<file path="src/rtl/fir_pkg.sv">
// ---------------------------------------------------------------------------
// fir_pkg : shared rounding/saturation helpers for FIR output stages
// Revision: 1.0
// ---------------------------------------------------------------------------
`default_nettype none

package fir_pkg;

  // Working width for round_sat; wide enough for any realistic FIR output.
  localparam int RS_WIDTH = 64;

  localparam int DEF_WIDTH_OUT = 8;
  localparam logic signed [RS_WIDTH-1:0] DEF_OUT_MAX = (64'sd1 <<< (DEF_WIDTH_OUT - 1)) - 64'sd1;
  localparam logic signed [RS_WIDTH-1:0] DEF_OUT_MIN = -(64'sd1 <<< (DEF_WIDTH_OUT - 1));

  typedef struct packed {
    logic                       sat;
    logic signed [RS_WIDTH-1:0] value;
  } round_sat_t;

  // Round half-up by discarding 'shift' LSBs, then clamp to a signed width_out range.
  function automatic round_sat_t round_sat(input logic signed [RS_WIDTH-1:0] in_val,
                                           input int shift,
                                           input int width_out);
    logic signed [RS_WIDTH-1:0] t;
    logic signed [RS_WIDTH-1:0] r;
    logic signed [RS_WIDTH-1:0] max_v;
    logic signed [RS_WIDTH-1:0] min_v;
    round_sat_t res;
    t = in_val;
    if (shift > 0) begin
      t = in_val + (64'sd1 <<< (shift - 1));
    end
    r     = t >>> shift;
    max_v = (64'sd1 <<< (width_out - 1)) - 64'sd1;
    min_v = -(64'sd1 <<< (width_out - 1));
    res.sat   = 1'b0;
    res.value = r;
    if (r > max_v) begin
      res.sat   = 1'b1;
      res.value = max_v;
    end else if (r < min_v) begin
      res.sat   = 1'b1;
      res.value = min_v;
    end
    return res;
  endfunction

endpackage

`default_nettype wire

</file>
<file path="src/rtl/sync_fifo.sv">
// ---------------------------------------------------------------------------
// sync_fifo : single-clock FIFO, simultaneous push+pop allowed when full
// Revision: 1.0
// ---------------------------------------------------------------------------
`default_nettype none

module sync_fifo #(
  parameter int WIDTH = 8,
  parameter int DEPTH = 4
) (
  input  logic                     clk,
  input  logic                     rst,
  input  logic                     push,
  input  logic                     pop,
  input  logic [WIDTH-1:0]         wr_data,
  output logic [WIDTH-1:0]         rd_data,
  output logic                     full,
  output logic                     empty,
  output logic [$clog2(DEPTH):0]   level
);

  localparam int AW = $clog2(DEPTH);

  logic [AW-1:0]    wr_ptr;
  logic [AW-1:0]    rd_ptr;
  logic [AW:0]      count;
  logic [WIDTH-1:0] mem [DEPTH];
  logic             do_push;
  logic             do_pop;

  assign empty   = (count == '0);
  assign full    = (count == (AW+1)'(DEPTH));
  assign do_pop  = pop && !empty;
  // A pop on the same edge frees the slot, so a full FIFO can still accept.
  assign do_push = push && (!full || do_pop);
  assign rd_data = mem[rd_ptr];
  assign level   = count;

  always_ff @(posedge clk) begin
    if (rst) begin
      wr_ptr <= '0;
      rd_ptr <= '0;
      count  <= '0;
    end else begin
      if (do_push) wr_ptr <= wr_ptr + AW'(1);
      if (do_pop)  rd_ptr <= rd_ptr + AW'(1);
      case ({do_push, do_pop})
        2'b10:   count <= count + (AW+1)'(1);
        2'b01:   count <= count - (AW+1)'(1);
        default: count <= count;
      endcase
    end
  end

  always_ff @(posedge clk) begin
    if (do_push) mem[wr_ptr] <= wr_data;
  end

endmodule

`default_nettype wire

</file>
<file path="src/rtl/fir_decim_quant.sv">
// ---------------------------------------------------------------------------
// fir_decim_quant : decimate, round/saturate and buffer the FIR output stream
// Revision: 1.0
// ---------------------------------------------------------------------------
`default_nettype none

module fir_decim_quant
  import fir_pkg::*;
#(
  parameter int WIDTH_IN  = 17,
  parameter int WIDTH_OUT = 8,
  parameter int SHIFT     = 4,
  parameter int DECIM     = 2,
  parameter int DEPTH     = 4
) (
  input  logic                        clk,
  input  logic                        rst,
  input  logic                        in_valid,
  input  logic signed [WIDTH_IN-1:0]  in_data,
  output logic                        out_valid,
  input  logic                        out_ready,
  output logic signed [WIDTH_OUT-1:0] out_data,
  output logic [$clog2(DEPTH):0]      level,
  output logic                        sat_flag,
  output logic                        ovf_flag,
  input  logic                        clr_flags
);

  localparam int PHASE_W = (DECIM > 1) ? $clog2(DECIM) : 1;
  localparam logic [PHASE_W-1:0] PHASE_LAST = PHASE_W'(DECIM - 1);

  logic [PHASE_W-1:0]   phase;
  logic                 keep;
  round_sat_t           rs;
  logic                 s1_valid;
  logic [WIDTH_OUT-1:0] s1_data;
  logic                 fifo_full;
  logic                 fifo_empty;
  logic [WIDTH_OUT-1:0] fifo_rd_data;
  logic                 pop;
  logic                 drop;
  logic                 unused_rs_hi;

  assign keep = in_valid && (phase == '0);

  always_comb begin
    rs = round_sat({{(RS_WIDTH-WIDTH_IN){in_data[WIDTH_IN-1]}}, in_data}, SHIFT, WIDTH_OUT);
  end

  // Saturated value always fits WIDTH_OUT, so the upper bits carry only sign copies.
  assign unused_rs_hi = ^rs.value[RS_WIDTH-1:WIDTH_OUT];

  always_ff @(posedge clk) begin
    if (rst) begin
      phase <= '0;
    end else if (in_valid) begin
      phase <= (phase == PHASE_LAST) ? '0 : phase + PHASE_W'(1);
    end
  end

  always_ff @(posedge clk) begin
    if (rst) begin
      s1_valid <= 1'b0;
      s1_data  <= '0;
    end else begin
      s1_valid <= keep;
      if (keep) s1_data <= rs.value[WIDTH_OUT-1:0];
    end
  end

  assign out_valid = !fifo_empty;
  assign out_data  = fifo_rd_data;
  assign pop       = out_valid && out_ready;
  assign drop      = s1_valid && fifo_full && !pop;

  // A new set condition dominates a simultaneous clear.
  always_ff @(posedge clk) begin
    if (rst) begin
      sat_flag <= 1'b0;
      ovf_flag <= 1'b0;
    end else begin
      sat_flag <= (sat_flag && !clr_flags) || (keep && rs.sat);
      ovf_flag <= (ovf_flag && !clr_flags) || drop;
    end
  end

  sync_fifo #(
    .WIDTH (WIDTH_OUT),
    .DEPTH (DEPTH)
  ) u_fifo (
    .clk     (clk),
    .rst     (rst),
    .push    (s1_valid),
    .pop     (pop),
    .wr_data (s1_data),
    .rd_data (fifo_rd_data),
    .full    (fifo_full),
    .empty   (fifo_empty),
    .level   (level)
  );

endmodule

`default_nettype wire

</file>
<file path="config.mk">
export PLATFORM = sky130hd
export DESIGN_NAME = fir_decim_quant
export DESIGN_NICKNAME = d
export VERILOG_FILES = /design/src/rtl/fir_pkg.sv /design/src/rtl/sync_fifo.sv /design/src/rtl/fir_decim_quant.sv
export SDC_FILE = /design/constraint.sdc
export NUM_CORES = 1
export LEC_CHECK = 0
export BUFFER_PORTS_ARGS = -buffer_cell sky130_fd_sc_hd__buf_2
export CAP_MARGIN = 20
export CORE_MARGIN = 2
export CORE_UTILIZATION = 51
export DETAILED_ROUTE_END_ITERATION = 8
export PLACE_DENSITY_LB_ADDON = 0.1
export SYNTH_ARGS = -nofsm -noshare
export SYNTH_HDL_FRONTEND = slang
export SYNTH_HIERARCHICAL = 1
export SYNTH_SLANG_ARGS = --single-unit
</file>
<file path="constraint.sdc">
create_clock -name clk -period 2.24 [get_ports clk]
set_input_delay 0 -clock clk [delete_from_list [all_inputs] [get_ports clk]]
set_output_delay 0 -clock clk [all_outputs]
set_load 0.03 [all_outputs]
</file>
Yosys cells after proc, flatten, opt, wreduce, memory -nomap -nowiden
Memories as Yosys holds them, arrays and structs flattened. A register that Yosys moved wholly into a read port is not among the register bits.
Cells that the tools add are included.
- $add $sub $neg: 6
- order comparisons: 2
- equality and inequality tests: 3
- multiplexer cells: 8
- bitwise gates (word level): 1
- reduce and logical (&&, ||, !) cells: 18
- operators with widths (cell ; number):
    $mux 65 ; 2
    $add 17x5->18 const B ; 1
    $gt 14x8->1 const B ; 1
    $lt 14x8->1 const B ; 1
    $logic_and 1x1->1 ; 9
    $pmux 3 s2 ; 1
    $add 2x1->2 const B ; 2
    $logic_not 1->1 ; 4
    $mux 2 ; 2
    $add 3x1->3 const B ; 1
    $eq 3x3->1 const B ; 1
    $logic_not 3->1 ; 1
    $logic_or 1x1->1 ; 3
    $mux 1 ; 3
    $sub 3x1->3 const B ; 1
    $eq 2x1->1 const B ; 1
    $eq 2x2->1 const B ; 1
    $reduce_bool 2->1 ; 1
    $add 1x1->1 const B ; 1
    $not 1->1 ; 1
- flip-flop bits (word level): 19
- RAM bits: 32
- output and inout port bits: 14
- word-level logic and storage cells: 47
- memories: 1
- memories (name ; depth ; width ; read ports ; clocked after memory_dff ; wr ports ; RTL line ; source):
    u_fifo.mem ; 4 ; 8 ; 1 ; 1 ; 1 ; sync_fifo.sv:27 ; logic [WIDTH-1:0] mem [DEPTH];

Longest topological paths before layout
Gate-level depths: netlist of the first run.
- word-level depth: 8
- gate-level depth with buffers: 9
- mapped depth without buffers: 8

Modules after synthesis
Netlist of the first run, hierarchy kept.
- modules (own cells, without submodules) (module ; times used ; cells each ; area an instance (um^2) ; seq. area each (um^2)):
    sync_fifo ; 1 ; 101 ; 1691.6 ; 1141.1
    fir_decim_quant ; 1 ; 113 ; 854.6 ; 240.2

Least setup slack after synthesis of the first run
No wires, ideal clock.
- path kind: register to register
- from: register u_fifo.count[0], in the netlist u_fifo/level[0]
- to: register u_fifo.count[2], in the netlist u_fifo/level[2]
- arrival: 2492 ps
- required time: 2117 ps
- setup slack: -375 ps
- cell stages (with the launch flop): 10
- buffers on the path: 1
- path through: dfxtp_1 > buf_6 > nor3_1 > nor2b_1 > o31a_1 > nand2b_1 > fa_1 > nand2b_1 > o31ai_2 > mux2_1
- longest elaborated chain between the ends: 8
- elaborated cells between the ends (all ways): 14
- classes of those cells: add/sub: 2; eq/ne: 3; mux: 1; reduce/logical: 8
- RTL lines (what ; RTL line ; source):
    start: declaration ; sync_fifo.sv:26 ; logic [AW:0] count;
    start signal: assignment ; sync_fifo.sv:48 ; 2'b10: count <= count + (AW+1)'(1);
    start signal: assignment ; sync_fifo.sv:49 ; 2'b01: count <= count - (AW+1)'(1);
    start signal: assignment ; sync_fifo.sv:50 ; default: count <= count;
    $logic_not 3->1 (*) ; sync_fifo.sv:31 ; assign empty = (count == '0);
    via fifo_empty ; fir_decim_quant.sv:38 ; logic fifo_empty;
    $logic_not 1->1 (*) ; fir_decim_quant.sv:71 ; assign out_valid = !fifo_empty;
    $logic_and 1x1->1 (*) ; fir_decim_quant.sv:73 ; assign pop = out_valid && out_ready;
    via pop ; fir_decim_quant.sv:40 ; logic pop;
    $logic_and 1x1->1 (*) ; sync_fifo.sv:33 ; assign do_pop = pop && !empty;
    $logic_or 1x1->1 ; sync_fifo.sv:35 ; assign do_push = push && (!full || do_pop);
    $logic_and 1x1->1 ; sync_fifo.sv:35 ;
    $eq 2x1->1 / $eq 2x2->1 (equally long branches) ; sync_fifo.sv:47 ; case ({do_push, do_pop})
    $pmux 3 s2 / $reduce_bool 2->1 (equally long branches) ; - ;
The timed path passes the listed nets; every way through them passes the cells marked *.
A chain may end at the register's enable or synchronous reset.

Worst setup path in the final report of the first run
Same ends and word-level chain as after synthesis.

==> results.tsv, run 1 <==
metric	value	unit
clk slew on worst S/H paths	0.09	ns
Leakage Power	1.07	nW
routability congestion estimate	0.833	
Relative slew margins	0.639	
Hold Fails Final Rpt	0	
CTS resizes	0	
core area	4750	µm²
Avg WL per Cell	13.8	µm
# hold bufs at CTS	2	
post-synthesis instance area	2550	µm²
placed cell areas	2800	µm²
drc violations	0	
Post-Synth Adder-Cell Area	0.0324	
final max-slew violation count	0	
xor-xnor portion of the synthesized cell area	0.0447	
CP Launch Type	flop	
Top Ports	36	
Area Overhead vs Synth	14.4	%
hold_ws	0.0457	ns
Post-synth EDFFs	32	
Die X	74.7	µm
filler cell count	411	
Row Count	25	
CTS tree	yes	
Peak VDD IR	0.260	mV
syn_nets	242	
Synth Warn #	6	
clock latency on the worst-skew pair	0.29	ns
number of I/O port buffers	32	
crit-path max cell delay	0.41	ns
Die H	74.7	µm
worst-margin pin slew	0.540	ns
synth unique cells	46	
fraction of layout instances using a drive strength above 1	0.267	
minimum clock period	2.08	ns
initial antenna violation count	0	
starting density of the core	0.536	
Max Cap Viol	0	
most frequent cells in the layout	buf_2 (32), edfxtp_1 (32), nor2_1 (20)	
Final period util	0.930	
Setup Fix Bufs, Post-CTS	0	
largest family of logic cells by synthesized area	simple AND/OR/NAND/NOR gates	
fin nets	278	
ANT cells	0	
RSZ-0062 raised after global routing	no	
mux contribution to synthesized area	0.0791	
Cell Count, Final, Fillers Out	318	
compound-gate portion of the synthesized area	0.0919	
Design Area, Final	2910	µm²
total iterations of the first detailed-routing run	4	
vias in the first global route	1587	
Final setup violation count	0	
Num CTS Buffers	5	
Syn Area/Cell	11.9	µm²
crit path max fanout	10	
CTS root buf	clkbuf_8	
gr usage total	0.170	
Antenna Nets Post-Route	0	
Placed Cells incl. Taps	308	
Async SR Flop Fraction	0	
global-route wire length before repair	7.16	mm
Hold Crit Class	input pin to flop	
status	completed	
Arr. time, crit path	2.27	ns
clock tree sinks	53	
initial drt markers	74	
Pwr per Cell Area	628	nW/µm²
Yosys reg bits	53	
largest net degree at the start of global routing	22	
HPWL Detailed	3.22	mm
Vias	1691	
ys flop type	edfxtp_1	
Post-Syn Instances	214	
sequential fraction of the synthesis area	0.543	
Fmax	480	MHz
crit path cell chain	nor3_1 -> nor2b_2 -> o31a_1 -> nand2b_1 -> fa_2 -> nand2b_4 -> o31ai_2 -> mux2_1	
die area	5570	µm²
Critical Path Sink Type	flop	
H-tree depth	2	
GRT overflow	0	
CP Data Required Time	2.43	ns
Layout Skew	0.00510	ns
post-synthesis simple-gate area fraction	0.175	
Vias/cell	5.32	
CTS Buffer Depth	2	
Routed WL	4.38	mm
Slowest-stage cell, CP	dfxtp_4	
WS Path Type	flop to flop	
-- cells in the mapped netlist (all sizes together) (6+ instances only) --
library cell | number | share of area
mux4 | 8 | 0.071
inv | 10 | 0.015
xnor2 | 9 | 0.031
a211oi | 10 | 0.029
a21oi | 6 | 0.012
buf | 7 | 0.015
nand2 | 16 | 0.024
dfxtp | 21 | 0.17
nor2 | 20 | 0.029
edfxtp | 32 | 0.38
nand4 | 6 | 0.015
nand3 | 8 | 0.020
-- per-stage QoR --
stage                     utilization  total power [mW]  setup WS (ns)  setup TNS, ns
final                           0.613              1.83          0.157              0
after global routing            0.613              1.91         0.0464              0
after CTS                       0.613              1.85          0.156              0
after global placement          0.588              1.30          0.209              0
after detailed placement        0.588              1.31          0.180              0
after floorplan                     -              1.24        -0.0447        -0.0447
-- worst max-delay path, delay by kind of cell, from the launching register on --
family | cells | cell delay, ns
simple gates | 4 | 0.51
flops | 1 | 0.41
compound gates | 2 | 0.38
fa+ha+maj | 1 | 0.34
mux | 1 | 0.33
-- routing by layer --
layer  vias up  share of wire  GRT usage
li1        866              -          -
met1       788           0.48      0.211
met2        29           0.48      0.295
met3         8          0.025     0.0361
met4         0          0.016     0.0595
met5         -              0          0
-- cell type report --
cell class / instances / area [µm²] / area share
well taps: 67 / 83.8 / 0.0288
clock buffers: 6 / 82.6 / 0.0284
repair buffers: 39 / 218 / 0.0747
clock inverters: 2 / 13.8 / 0.00473
flip-flops and latches: 53 / 1390 / 0.476
multi-input cells: 141 / 1090 / 0.374
inverters: 10 / 37.5 / 0.0129
-- power by group --
| part | internal, mW | switching (mW) |
|---|---|---|
| clock | 0.250 | 0.293 |
| sequential | 1.07 | 0.0264 |
| combinational | 0.0769 | 0.115 |
-- final timing paths --
| check | start | endpoint | slack [ns] | cells past startpoint |
|---|---|---|---|---|
| setup / recovery | u_fifo/level[0] | u_fifo/level[2] | 0.16 | 8 |
| hold / removal | in_data[10] | s1_data[6] | 0.05 | 4 |
| setup reg to reg | u_fifo/level[0] | u_fifo/level[2] | 0.16 | 8 |
| hold reg to reg | phase | phase | 0.49 | 2 |
-- state kept, by name, summed over array words and instances, names as in the netlist, named ones only --
register,count
phase,1
ovf_flag,1
u_fifo/mem,32
s1_data,8
sat_flag,1
u_fifo/wr_ptr,2
u_fifo/level,3
s1_valid,1
u_fifo/rd_ptr,2
-- cell families (layout without fill, tap and decap cells) --
group | Yosys count | in the layout
mux | 10 | 10
compound gates | 30 | 30
buf+inv | 20 | 57
fa+ha+maj | 6 | 6
simple gates | 82 | 82
flops | 53 | 53
xor+xnor | 13 | 13
Note: power is estimated with default switching activity, not from simulation.
==> run 2, diff against run 1 <==
--- a/config.mk
+++ b/config.mk
@@ -10,3 +10,3 @@
 export CORE_MARGIN = 2
-export CORE_UTILIZATION = 51
+export CORE_UTILIZATION = 55
 export DETAILED_ROUTE_END_ITERATION = 8
==> constraint.sdc (replaced) <==
create_clock -name clk -period 2.19 [get_ports clk]
set_input_delay 0.657 -clock clk [delete_from_list [all_inputs] [get_ports clk]]
set_output_delay 0.657 -clock clk [all_outputs]
set_load 0.03 [all_outputs]
==> results.tsv, run 2 (same netlist as run 1, synthesis figures left out) <==
metric	value	unit	change
Vias	1771		+4.7%
Row Count	24		-4.0%
H-tree depth	2		unchanged
WS Path Type	flop to output port		
Worst Setup EP	out_data[1]		
Vias/cell	5.42		+1.8%
clk slew on worst S/H paths	0.10	ns	about the same
Critical Path Sink Type	output port		
# hold bufs at CTS	0		-2
routability congestion estimate	0.783		-6.1%
HPWL Detailed	3.51	mm	+9.0%
Arr. time, crit path	1.49	ns	-0.78 ns
Die H	72.0	µm	-3.5%
filler cell count	328		-20%
combinational share of power	0.124		+0.019
Reg power frac	0.584		-0.015
WL met3	142	µm	+28%
drc violations	0		unchanged
Setup Fix Bufs, Post-CTS	0		unchanged
Final setup violation count	0		unchanged
fin nets	302		+8.6%
CTS tree	yes		
R2R Path End	u_fifo/level[1]		
core area	4410	µm²	-7.2%
Final period util	0.980		
Fin Setup TNS	0	ns	unchanged
Hold Crit Class	flop to flop		
final max-slew violation count	0		unchanged
switching share of power	0.252		+0.0153
most flop-heavy register	u_fifo/mem		
commonest non-fill, non-tap cell in the layout	edfxtp_1		
Fmax	466	MHz	
die area	5190	µm²	-6.9%
largest net degree at the start of global routing	22		unchanged
met2 wire len	2.27	mm	+8.6%
Top Ports	36		unchanged
RSZ-0062 raised after global routing	yes		
fraction of layout instances using a drive strength above 1	0.364		+0.0967
Leakage Power	1.20	nW	+12%
clock tree sinks	53		unchanged
Pwr per Cell Area	610	nW/µm²	-2.8%
clock latency on the worst-skew pair	0.31	ns	+0.02 ns
Routed WL	4.65	mm	+6.2%
global-route wire length before repair	7.97	mm	+11%
uppermost routed layer	met4		
CTS root buf	clkbuf_8		
Antenna Nets Post-Route	0		unchanged
GRT overflow	0		unchanged
worst reg2reg path startpoint	u_fifo/level[1]		
Peak VDD IR	0.349	mV	+34%
Area Overhead vs Synth	23.5	%	
Clock power frac	0.292		-0.004
CP Launch Type	flop		
Max Cap Viol	0		unchanged
number of I/O port buffers	32		unchanged
P_int	1.43	mW	+2.8%
R2R depth	8		unchanged
Hold Fails Final Rpt	0		unchanged
most frequent cells in the layout	edfxtp_1 (32), buf_4 (31), buf_2 (29)		
Relative slew margins	0.625		-0.0143
gr usage total	0.199		+0.0295
total iterations of the first detailed-routing run	5		+1
starting density of the core	0.577		+0.0413
Num CTS Buffers	5		unchanged
crit path max fanout	8		-2
Layout Skew	0.00744	ns	+0.00234 ns
initial drt markers	75		+1.4%
max reg flops	32		unchanged
Die X	72.0	µm	-3.5%
CP Data Required Time	1.53	ns	-0.90 ns
initial antenna violation count	0		unchanged
minimum clock period	2.15	ns	
Post-Route M1 WL	2.16	mm	+3.0%
vias in the first global route	1711		+7.8%
status	completed		
Util after Layout	0.712		+0.0997
worst-margin pin slew	0.562	ns	+0.0214 ns
ANT cells	0		unchanged
Avg WL per Cell	14.2	µm	+3.2%
Reg2Reg Setup Slack	0.16	ns	about the same
CTS Buffer Depth	2		unchanged
Min-Delay Startpoint	phase		
net switching power figure	0.484	mW	+12%
==> run 2: what timing repair did <==
| item | CTS | global route |
|---|---|---|
| setup endpoints to repair | 8 | 15 |
| pin swaps | 0 | 0 |
| cloned | 0 | 0 |
| gates resized for setup | 6 | 3 |
==> run 2: how the worst min path moves through the flow <==
stage	endpoint	slack, ns	cells past startpoint
final	phase	0.49	2
after global routing	phase	0.51	2
after CTS	phase	0.49	2
after detailed placement	phase	0.48	2
after global placement	phase	0.47	2
after floorplan	phase	0.46	2
==> run 2: power by group through the flow <==
stage | sequential, mW | combinational (mW) | clock [mW]
5_1_grt | 1.13 | 0.262 | 0.607
6_report | 1.12 | 0.238 | 0.560
4_1_cts | 1.12 | 0.238 | 0.581
3_5_place_dp | 1.14 | 0.234 | 0
2_1_floorplan | 1.14 | 0.139 | 0
3_3_place_gp | 1.14 | 0.231 | 0
==> run 2: worst max-delay path, cell delays in order, from the launching register on <==
cell,delay [ns]
dfxtp_2,0.34
buf_8,0.14
mux4_2,0.54
buf_6,0.16
==> run 2: layer usage <==
layer | vias up | GRT usage
met3 | 9 | 0.0347
met4 | 0 | 0.0587
met5 | - | 0
met1 | 816 | 0.262
met2 | 37 | 0.341
li1 | 909 | -
==> run 2: through the flow <==
step	total power, mW	instance area, µm²	hold WS, ns	worst slack (ns)	std cells
final	1.92	3140	0.493	0.0434	327
after global routing	2.00	3140	0.512	0.000121	327
after CTS	1.94	3140	0.494	0.00529	327
after detailed placement	1.38	3020	0.477	-0.210	319
after global placement	1.37	3020	0.467	-0.198	319
after floorplan	1.28	2620	0.458	-0.0914	214
==> run 2: area by class of cell <==
type	count	area, µm²	share of cell area
Clock buffer	5	68.8	0.0219
Tap cell	52	65.1	0.0207
Inverter	10	37.5	0.0119
Multi-Input combinational cell	141	1140	0.364
Sequential cell	53	1390	0.441
Clock inverter	3	26.3	0.00836
Timing Repair Buffer	63	415	0.132
==> run 3, diff against run 2 <==
CORE_UTILIZATION = 47   (was 55)
==> results.tsv, run 3 (same netlist as run 1, synthesis figures left out) <==
metric	value	unit	change
CP Data Required Time	1.53	ns	about the same
Arr. time, crit path	1.46	ns	-0.03 ns
die area	6020	µm²	+16%
initial antenna violation count	0		unchanged
Num CTS Buffers	5		unchanged
fin nets	304		+0.66%
largest net degree at the start of global routing	22		unchanged
Design Area, Final	3200	µm²	+1.8%
most flop-heavy register	u_fifo/mem		
filler cell count	444		+35%
final max-slew violation count	0		unchanged
Hold Crit Class	flop to flop		
Slowest-stage cell, CP	mux4_2		
Relative slew margins	0.703		+0.0783
Layout Skew	0.00858	ns	+0.00113 ns
CP Launch Type	flop		
core area	5170	µm²	+17%
GRT overflow	0		unchanged
clock latency on the worst-skew pair	0.30	ns	about the same
total iterations of the first detailed-routing run	4		-1
max reg flops	32		unchanged
Reg2Reg Setup Slack	0.19	ns	+0.03 ns
Leakage Power	1.23	nW	+2.2%
Routed WL	4.74	mm	+2.0%
CTS Buffer Depth	2		unchanged
Die H	77.6	µm	+7.7%
RSZ-0062 raised after global routing	no		
HPWL Detailed	3.49	mm	-0.58%
Top Ports	36		unchanged
global-route wire length before repair	8.07	mm	+1.3%
Vias	1800		+1.6%
minimum clock period	2.12	ns	-0.0289 ns
commonest non-fill, non-tap cell in the layout	buf_4		
routability congestion estimate	0.779		-0.43%
Worst Hold End	phase		
Pwr per Cell Area	629	nW/µm²	+3.0%
fraction of layout instances using a drive strength above 1	0.361		-0.00263
Min-Delay Startpoint	phase		
placed cell areas	3060	µm²	+1.2%
initial drt markers	70		-6.7%
R2R Path End	u_fifo/level[2]		
H-tree depth	2		unchanged
area occupied by multi-input gates	1140	µm²	-0.33%
Die X	77.6	µm	+7.7%
clk slew on worst S/H paths	0.09	ns	about the same
Peak VDD IR	0.336	mV	-3.7%
starting density of the core	0.492		-0.0846
Max Cap Viol	0		unchanged
# hold bufs at CTS	0		unchanged
crit path cell chain	buf_8 -> mux4_2 -> buf_2		
crit path max fanout	8		unchanged
status	completed		
worst reg2reg path startpoint	u_fifo/level[1]		
vias in the first global route	1679		-1.9%
clock tree sinks	53		unchanged
Util after Layout	0.619		-0.0935
Cell Count, Final, Fillers Out	347		+6.1%
CTS tree	yes		
WS Path Type	flop to output port		
Setup Fix Bufs, Post-CTS	0		unchanged
Row Count	26		+8.3%
Final setup violation count	0		unchanged
number of I/O port buffers	32		unchanged
crit-path max cell delay	0.49	ns	-0.05 ns
R2R depth	9		+1
drc violations	0		unchanged
Fmax	472	MHz	+1.4%
Placed Cells incl. Taps	339		+6.3%
Hold Fails Final Rpt	0		unchanged
most frequent cells in the layout	buf_4 (33), edfxtp_1 (32), buf_2 (28)		
Antenna Nets Post-Route	0		unchanged
hold depth	2		unchanged
total power	2.01	mW	+4.9%
FF+latch area	1390	µm²	unchanged
CTS root buf	clkbuf_8		
Area Overhead vs Synth	25.7	%	
Critical Path Sink Type	output port		
worst-margin pin slew	0.446	ns	-0.116 ns
ANT cells	0		unchanged
gr usage total	0.169		-0.0304
Avg WL per Cell	13.7	µm	-3.9%
Vias/cell	5.19		-4.2%
Final period util	0.967		-0.0132
==> run 3: worst max-delay path by stage <==
stage                           from         endpoint  slack, ns
after floorplan            out_ready  u_fifo/level[2]      -0.09
after global placement    in_data[3]       s1_data[2]      -0.13
after detailed placement  in_data[3]       s1_data[5]      -0.14
after CTS                       flop      out_data[3]      0.008
after global routing      in_data[3]       s1_data[1]       0.01
final                           flop      out_data[5]       0.07
==> run 3: report_power, final <==
| part | internal [mW] | switching [mW] |
|---|---|---|
| combinational | 0.110 | 0.130 |
| clock | 0.343 | 0.308 |
| sequential | 1.09 | 0.0261 |
==> run 3: worst max-delay path: cells and delay by family (launching register included) <==
| kind | cells | cell delay [ns] |
|---|---|---|
| DFF | 1 | 0.34 |
| buffers and inverters | 2 | 0.33 |
| muxes | 1 | 0.49 |
==> run 3: stage by stage <==
stage	setup WS (ns)	TNS, ns	hold WS, ns
after floorplan	-0.0914	-0.0935	0.458
after global placement	-0.132	-1.05	0.464
after detailed placement	-0.142	-1.11	0.480
after CTS	0.00773	0	0.499
final	0.0723	0	0.497
after global routing	0.0109	0	0.535
==> run 3: per-layer routing <==
layer | vias up | global-route usage | wire (µm)
li1 | 910 | - | -
met1 | 852 | 0.231 | 2280
met2 | 34 | 0.278 | 2260
met3 | 4 | 0.0291 | 150
met4 | 0 | 0.0482 | 53
met5 | - | 0 | 0
==> run 3: cell type report <==
type                    count  share of cell area
multi-input cells         141               0.357
repair buffers             65               0.136
well taps                  70              0.0274
clock buffers               6              0.0227
inverters                  10              0.0117
clock inverters             2              0.0121
flip-flops and latches     53               0.433
==> run 3: repair_timing <==
item / CTS / global route
hold endpoints to repair: 0 / 0
gates resized for setup: 1 / 13
setup endpoints to repair: 8 / 7
